==> config.mk <==
export PLATFORM = sky130hd
export DESIGN_NAME = lc_req_queue
export DESIGN_NICKNAME = d
export VERILOG_FILES = /design/src/rtl/lc_req_queue.sv
export SDC_FILE = /design/constraint.sdc
export NUM_CORES = 2
export LEC_CHECK = 0
export BUFFER_PORTS_ARGS = -buffer_cell sky130_fd_sc_hd__buf_4
export CORE_ASPECT_RATIO = 0.6
export CORE_MARGIN = 2
export CORE_UTILIZATION = 40
export DETAILED_ROUTE_END_ITERATION = 12
export PLACE_DENSITY = 0.57
export REMOVE_ABC_BUFFERS = 1
export SLEW_MARGIN = 40
export SYNTH_ARGS = -nofsm -noshare
export SYNTH_HDL_FRONTEND = slang
export SYNTH_SLANG_ARGS = --single-unit
==> constraint.sdc <==
create_clock -name clk_in -period 71.3 [get_ports clk_in]
set_input_delay 10.695 -clock clk_in [delete_from_list [all_inputs] [get_ports clk_in]]
set_output_delay 10.695 -clock clk_in [all_outputs]
set_load 0.02 [all_outputs]
==> src/rtl/lc_req_queue.sv <==
// lc_req_queue: in-order request buffer between the L1D lower-cache port and
// the next-level cache. It absorbs line reads and 64-byte write-backs while the
// lower cache stalls. Fill responses do not pass through this block.
//
// Optional feature macro: LC_REQ_COALESCE_EN.
//   When it is defined, a write-back to the same line as the newest queued
//   write merges into that entry in place.
//   When it is undefined (the default), every push allocates a new entry.
//
// Ports
//   clk_in        clock; all state changes on posedge
//   rst_N_in      synchronous active-low reset
//   l1_valid_in   L1D request valid
//   l1_ready_out  queue can accept (not full and out of reset)
//   l1_addr_in    line address (stored line aligned)
//   l1_value_in   write-back data (stored as 0 for reads)
//   l1_we_in      1 = write-back, 0 = line read
//   lc_valid_out  head entry valid (queue not empty)
//   lc_ready_in   lower cache accepts head
//   lc_addr_out   head line address, 0 when empty
//   lc_value_out  head data, 0 when empty
//   lc_we_out     head write flag, 0 when empty
//   count_out     occupancy 0..DEPTH
module lc_req_queue #(
    parameter int unsigned PADDR_BITS = 22,
    parameter int unsigned LINE_BITS  = 512,
    parameter int unsigned DEPTH      = 4
) (
    input  logic                     clk_in,
    input  logic                     rst_N_in,
    input  logic                     l1_valid_in,
    output logic                     l1_ready_out,
    input  logic [PADDR_BITS-1:0]    l1_addr_in,
    input  logic [LINE_BITS-1:0]     l1_value_in,
    input  logic                     l1_we_in,
    output logic                     lc_valid_out,
    input  logic                     lc_ready_in,
    output logic [PADDR_BITS-1:0]    lc_addr_out,
    output logic [LINE_BITS-1:0]     lc_value_out,
    output logic                     lc_we_out,
    output logic [$clog2(DEPTH):0]   count_out
);

    localparam int unsigned AW = $clog2(DEPTH);
    localparam int unsigned PW = AW + 1;
    localparam logic [PADDR_BITS-1:0] LINE_MASK = ~PADDR_BITS'(63);

    // Pointers carry one extra bit so a full queue is distinguishable from an empty one.
    logic [PW-1:0]          wr_ptr;
    logic [PW-1:0]          rd_ptr;
    logic                   rst_done_q;

    // Payload storage; deliberately not reset, empty outputs are gated instead.
    logic [PADDR_BITS-1:0]  mem_addr  [DEPTH];
    logic [LINE_BITS-1:0]   mem_value [DEPTH];
    logic [DEPTH-1:0]       mem_we;

    logic [PW-1:0]          occ;
    logic                   full;
    logic                   empty;
    logic                   push;
    logic                   pop;
    logic                   coalesce;
    logic                   alloc;
    logic [AW-1:0]          wr_idx;
    logic [AW-1:0]          rd_idx;
    logic [PADDR_BITS-1:0]  push_addr;
    logic [LINE_BITS-1:0]   push_value;

`ifdef LC_REQ_COALESCE_EN
    logic [PW-1:0]          tail_ptr;
    logic [AW-1:0]          tail_idx;
`endif

    // Occupancy, handshake and entry-select decode.
    always_comb begin
        occ        = wr_ptr - rd_ptr;
        full       = (occ == PW'(DEPTH));
        empty      = (occ == '0);
        push       = rst_N_in && l1_valid_in && l1_ready_out;
        pop        = rst_N_in && !empty && lc_ready_in;
        wr_idx     = wr_ptr[AW-1:0];
        rd_idx     = rd_ptr[AW-1:0];
        push_addr  = l1_addr_in & LINE_MASK;
        push_value = l1_we_in ? l1_value_in : '0;
        coalesce   = 1'b0;
`ifdef LC_REQ_COALESCE_EN
        tail_ptr   = wr_ptr - PW'(1);
        tail_idx   = tail_ptr[AW-1:0];
        // Merge only into a newest-entry write that is not leaving the queue this cycle.
        coalesce   = push && l1_we_in && !empty && mem_we[tail_idx] &&
                     (mem_addr[tail_idx] == push_addr) &&
                     !(pop && (occ == PW'(1)));
`endif
        alloc      = push && !coalesce;
    end

    // Pointer and reset-state registers.
    always_ff @(posedge clk_in) begin
        if (!rst_N_in) begin
            wr_ptr     <= '0;
            rd_ptr     <= '0;
            rst_done_q <= 1'b0;
        end else begin
            rst_done_q <= 1'b1;
            if (alloc) begin
                wr_ptr <= wr_ptr + PW'(1);
            end
            if (pop) begin
                rd_ptr <= rd_ptr + PW'(1);
            end
        end
    end

    // Entry storage writes: allocate at the tail, or merge into the newest write.
    always_ff @(posedge clk_in) begin
        if (alloc) begin
            mem_addr[wr_idx]  <= push_addr;
            mem_value[wr_idx] <= push_value;
            mem_we[wr_idx]    <= l1_we_in;
        end
`ifdef LC_REQ_COALESCE_EN
        if (coalesce) begin
            mem_value[tail_idx] <= l1_value_in;
        end
`endif
    end

    // Outputs derive from registered state only; head fields are forced to 0 when empty.
    assign l1_ready_out = rst_done_q && !full;
    assign lc_valid_out = !empty;
    assign lc_addr_out  = empty ? '0 : mem_addr[rd_idx];
    assign lc_value_out = empty ? '0 : mem_value[rd_idx];
    assign lc_we_out    = !empty && mem_we[rd_idx];
    assign count_out    = occ;

endmodule

-- After elaboration in Yosys (flattened, before gate mapping)
Memory sizes are Yosys's and may differ from the RTL's. A register that Yosys moved wholly into a read port is not among the register bits.
Cells that the tools add are included.
- bits in registers: 11
- bits in writable memories: 2112
- bits of input ports: 539
- output and inout port bits: 540
- logic and storage cells: 38
- memories: 2
- memories (name ; words ; bits a word ; rd ports ; clocked after memory_dff ; wr ports ; line ; RTL):
    mem_value ; 4 ; 512 ; 1 ; 1 ; 1 ; 55 ; logic [LINE_BITS-1:0] mem_value [DEPTH];
    mem_addr ; 4 ; 16 ; 1 ; 1 ; 1 ; 54 ; logic [PADDR_BITS-1:0] mem_addr [DEPTH];
- add/sub/neg operators: 3
- order comparisons: 3
- equal/unequal tests: 1
- mux-type cells: 15
- reduce and logical (&&, ||, !) cells: 10
- operator list (operator ; count):
    512-bit 2-to-1 mux ; 2
    22-bit 2-to-1 mux ; 1
    2-bit 2-to-1 mux ; 4
    1-bit logical AND ; 7
    3-bit by 1-bit adder with 3-bit output, second input constant ; 2
    2-bit by 3-bit < comparator with 1-bit output, second input constant ; 2
    1-bit 2-to-1 mux ; 5
    4-bit bitwise mux ; 1
    3-bit == test, second input constant ; 1
    3-bit zero test ; 1
    3-bit subtractor ; 1
    1-bit binary-select mux with 2-bit select ; 1
    1-bit demux with 2-bit select ; 1
    2-bit by 1-bit greater-or-equal comparator with 1-bit output, second input constant ; 1
    1-bit zero test ; 2

-- Depth between registers and ports, before layout
- word-level depth: 7
- gate-level depth with buffers: 8

-- Worst setup path before layout
Ideal clock, no wire load.
- kind: input to register
- start point: in rst_N_in
- end point: mem mem_addr[2][0] (netlist name), enable pin
- library setup time: 1.433 ns
- data arrival time: 32.945 ns
- required time: 69.867 ns
- slack: 36.921 ns
- stages on the path: 3
- buffers on the path: 1
- path through: clkbuf_1 -> nand3_1 -> nor2_1
- cells in the longest elaborated chain, start to end: 4
- RTL lines (what ; line ; RTL):
    start, declared ; 30 ; input logic rst_N_in,
    1-bit logical AND (2 in series) ; 80 ; push = rst_N_in && l1_valid_in && l1_ready_out;
    1-bit 2-to-1 mux ; 117 ; if (alloc) begin
    1-bit 2-to-1 mux (not written as such) ; 118 ; mem_addr[wr_idx] <= push_addr;
    end, declared ; 54 ;
Every way passes these cells.

==> flow_summary.json <==
{
  "grt_pass1_vias": 42380,
  "die_y_um": 358.8,
  "placedInstanceArea_um2": 95000,
  "reg2reg_from": "wr_ptr[0]$_SDFFE_PN0P_",
  "worstPathArrival_ps": 6260,
  "post_cts_buffers": 0,
  "final_hold_viol_count": 0,
  "peakVddDrop_mv": 0.02965,
  "finClkSkew_ps": 70.76,
  "grt_max_degree": 177,
  "routedWlPerCell_um": 25.27,
  "start_util_pct": 40.19,
  "antenna_found_initial": 43,
  "drive_gt1_share_pct": 36.81,
  "ys_seq_area_share_pct": 75.92,
  "synth_area_um2": 83930,
  "fp-row-count": 130,
  "fmax_ghz": 0.05899,
  "holdPathEnd": "wr_ptr[0]$_SDFFE_PN0P_",
  "ctsLongestPathBuffers": 4,
  "cts_made_buffers": 202,
  "muxShareOfSynthArea_pct": 14.27,
  "netlist.area_leader.share_pct": 75.71,
  "finalSetupViolations": 0,
  "grt_first_pass_wirelength_um": 296000,
  "drv_slew": 0,
  "yosysUniqueCellTypes": 27,
  "maxCapViolations": 0,
  "synth-xor-area-share_pct": 0.03727,
  "cts_hold_buf": 0,
  "p_leak_nw": 33.99,
  "syn_avg_cell_area_um2": 21.04,
  "routed_wl_um": 203300,
  "whs_ps": 510.2,
  "postRouteAntennaNets": 0,
  "whs_path_depth": 2,
  "yosysTopAreaCell": "edfxtp_1",
  "fin_crit_sh_pct": 23.77,
  "io_buffers": 1066,
  "grt_remaining_overflow": 0,
  "p_per_area_nw_per_um2": 37.99,
  "reg2reg_slack_ps": 64790,
  "dr.pass1.iters": 7,
  "dp_hpwl_um": 124800,
  "path_clk_slew_ps": 60,
  "h-tree-depth": 4,
  "drc": 0,
  "grt.busiest_layer": "met2",
  "r2r-end": "mem_value[0][162]$_DFFE_PP_",
  "layout_min_cycle_time_ps": 16950,
  "synth_enable_flop_cells": 2116,
  "status": "complete, no violations",
  "gp_congestion": 0.7602,
  "cts_tree": "built",
  "cts.sinks": 2125,
  "total_power_mw": 3.841,
  "hp-start": "wr_ptr[0]$_SDFFE_PN0P_",
  "stdcell_area_um2": 101100,
  "yosysMostFrequentCell": "edfxtp_1",
  "grt.met1_usage_pct": 23.82,
  "via_per_inst": 5.090,
  "slew_headroom_pct": 45.27,
  "clockRootBuffer": "clkbuf_16",
  "synth_fa_ha_area_share_pct": 0.1133,
  "cp_max_fo": 43,
  "setup_tns_ps": 0,
  "fp.dieW_um": 595.4,
  "synth_ff_type": "edfxtp_1",
  "synth_compound_area_share_pct": 0.05069,
  "synth_warnings": 0,
  "pin_count": 1079,
  "r2r_cells": 13,
  "crit_type": "register to output port",
  "tightest_slew_ps": 821.0,
  "vias": 40940,
  "synth_top_cells_by_count": "2116 x edfxtp_1, 1041 x and2_1, 529 x mux4_2",
  "die-area_um2": 213600,
  "grt_usage_pct": 18.58,
  "hp-class": "register to register",
  "syn_to_final_growth_pct": 20.46,
  "startpoint_type": "register",
  "crit_path_end_kind": "output port",
  "rsz0062_at_grt": "no",
  "yosys-top-cells-area": "edfxtp_1 76%, mux4_2 14%, and2_1 7.8%",
  "drt_iter0_drc": 2970,
  "critical_path_required_ps": 60610,
  "num-nets-final": 5644,
  "syn_inst": 3989,
  "synthArstFlopShare_pct": 0,
  "synth-seq-cells": 2125,
  "core_area_um2": 208900,
  "synth_top_family_by_area": "multiplexers",
  "insertion_delay_ps": 840,
  "synth-simple-area-share_pct": 7.904,
  "gr-usage-met2_pct": 30.33,
  "grt_util_met3_pct": 5.717,
  "cts_resized": 0
}
-- logic make-up (layout without fill, tap and decap cells) --
logic type | count (synthesis) | in the layout
flip-flops | 2125 | 2125
AND/OR/NAND/NOR | 1067 | 1067
multiplexers | 535 | 535
buffers and inverters | 246 | 1503
adder cells (fa/ha/maj) | 7 | 7
AO/OA/AOI/OAI | 6 | 6
XOR/XNOR | 2 | 2
other | 1 | 26
-- placed cells by master (no fill, tap or decap), drive strengths merged --
master | synthesis | routed
dfxtp | 9 | 9
mux4 | 529 | 529
diode | 0 | 20
clkinv | 0 | 94
xor2 | 1 | 1
fa | 1 | 1
clkbuf | 110 | 246
inv | 6 | 13
bufinv | 0 | 5
edfxtp | 2116 | 2116
o221a | 1 | 1
ha | 6 | 6
nand3 | 5 | 5
nand2b | 2 | 2
nand2 | 12 | 12
and2 | 1042 | 1042
clkinvlp | 0 | 5
conb | 1 | 6
xnor3 | 1 | 1
o21ai | 1 | 1
a21oi | 3 | 3
nor2 | 5 | 5
mux2i | 6 | 6
a21boi | 1 | 1
nand4 | 1 | 1
buf | 130 | 1140
-- through the flow --
| step | std cells | util, % | setup WS, ps |
|---|---|---|---|
| 4_1_cts | 8018 | 48.31 | 54010 |
| 6_report | 8043 | 48.41 | 54350 |
| 3_5_place_dp | 7661 | 45.49 | 54930 |
| 3_3_place_gp | 7651 | 45.32 | 53360 |
| 5_1_grt | 8041 | 48.41 | 53670 |
| 2_1_floorplan | 3754 | - | 37140 |
-- layer usage --
layer | wire (µm) | part of all wire, % | vias up
li1 | - | - | 18020
met1 | 82070 | 40 | 21480
met2 | 100200 | 49 | 1089
met3 | 14860 | 7.3 | 300
met4 | 5825 | 2.9 | 48
met5 | 310 | 0.15 | -
-- how the worst max path moves through the flow --
| stage | from | end | slack [ps] | depth (start not counted) |
|---|---|---|---|---|
| 2_1_floorplan | rst_N_in | mem_addr[0][0]$_DFFE_PP_ | 37140 | 2 |
| 3_3_place_gp | register | lc_value_out[141] | 53360 | 9 |
| 3_5_place_dp | register | lc_value_out[141] | 54930 | 9 |
| 4_1_cts | register | lc_value_out[141] | 54010 | 9 |
| 5_1_grt | register | lc_value_out[141] | 53670 | 9 |
| 6_report | register | lc_value_out[141] | 54350 | 9 |
-- critical path, cell delays in order (launching register included) --
cell and delay, ps:
dfxtp_4 660, buf_6 540, buf_6 570, buf_6 580
buf_4 650, buf_6 560, buf_6 590, mux4_2 610
and2_1 180, buf_4 170
-- area by class of cell --
cell class,count,area [µm²]
diodes,20,50.05
well taps,2772,3468
fillers,17520,107800
inverters,6,22.52
flip-flops and latches,2125,63730
clock inverters,111,683.2
clock buffers,246,5220
multi-input cells,1623,18840
repair buffers,1140,9090
-- power breakdown --
part | internal, mW | switching, mW
registers | 1.41 | 0.0122
clock network | 0.537 | 0.454
logic | 0.596 | 0.830
total | 2.54 | 1.30
-- flip-flops by register name, indices dropped and copies added, names as in the netlist, named ones only --
name        cells
mem_addr       64
rd_ptr          3
mem_we          4
wr_ptr          3
mem_value    2048
rst_done_q      1
Power figures use the tool's default switching activity.
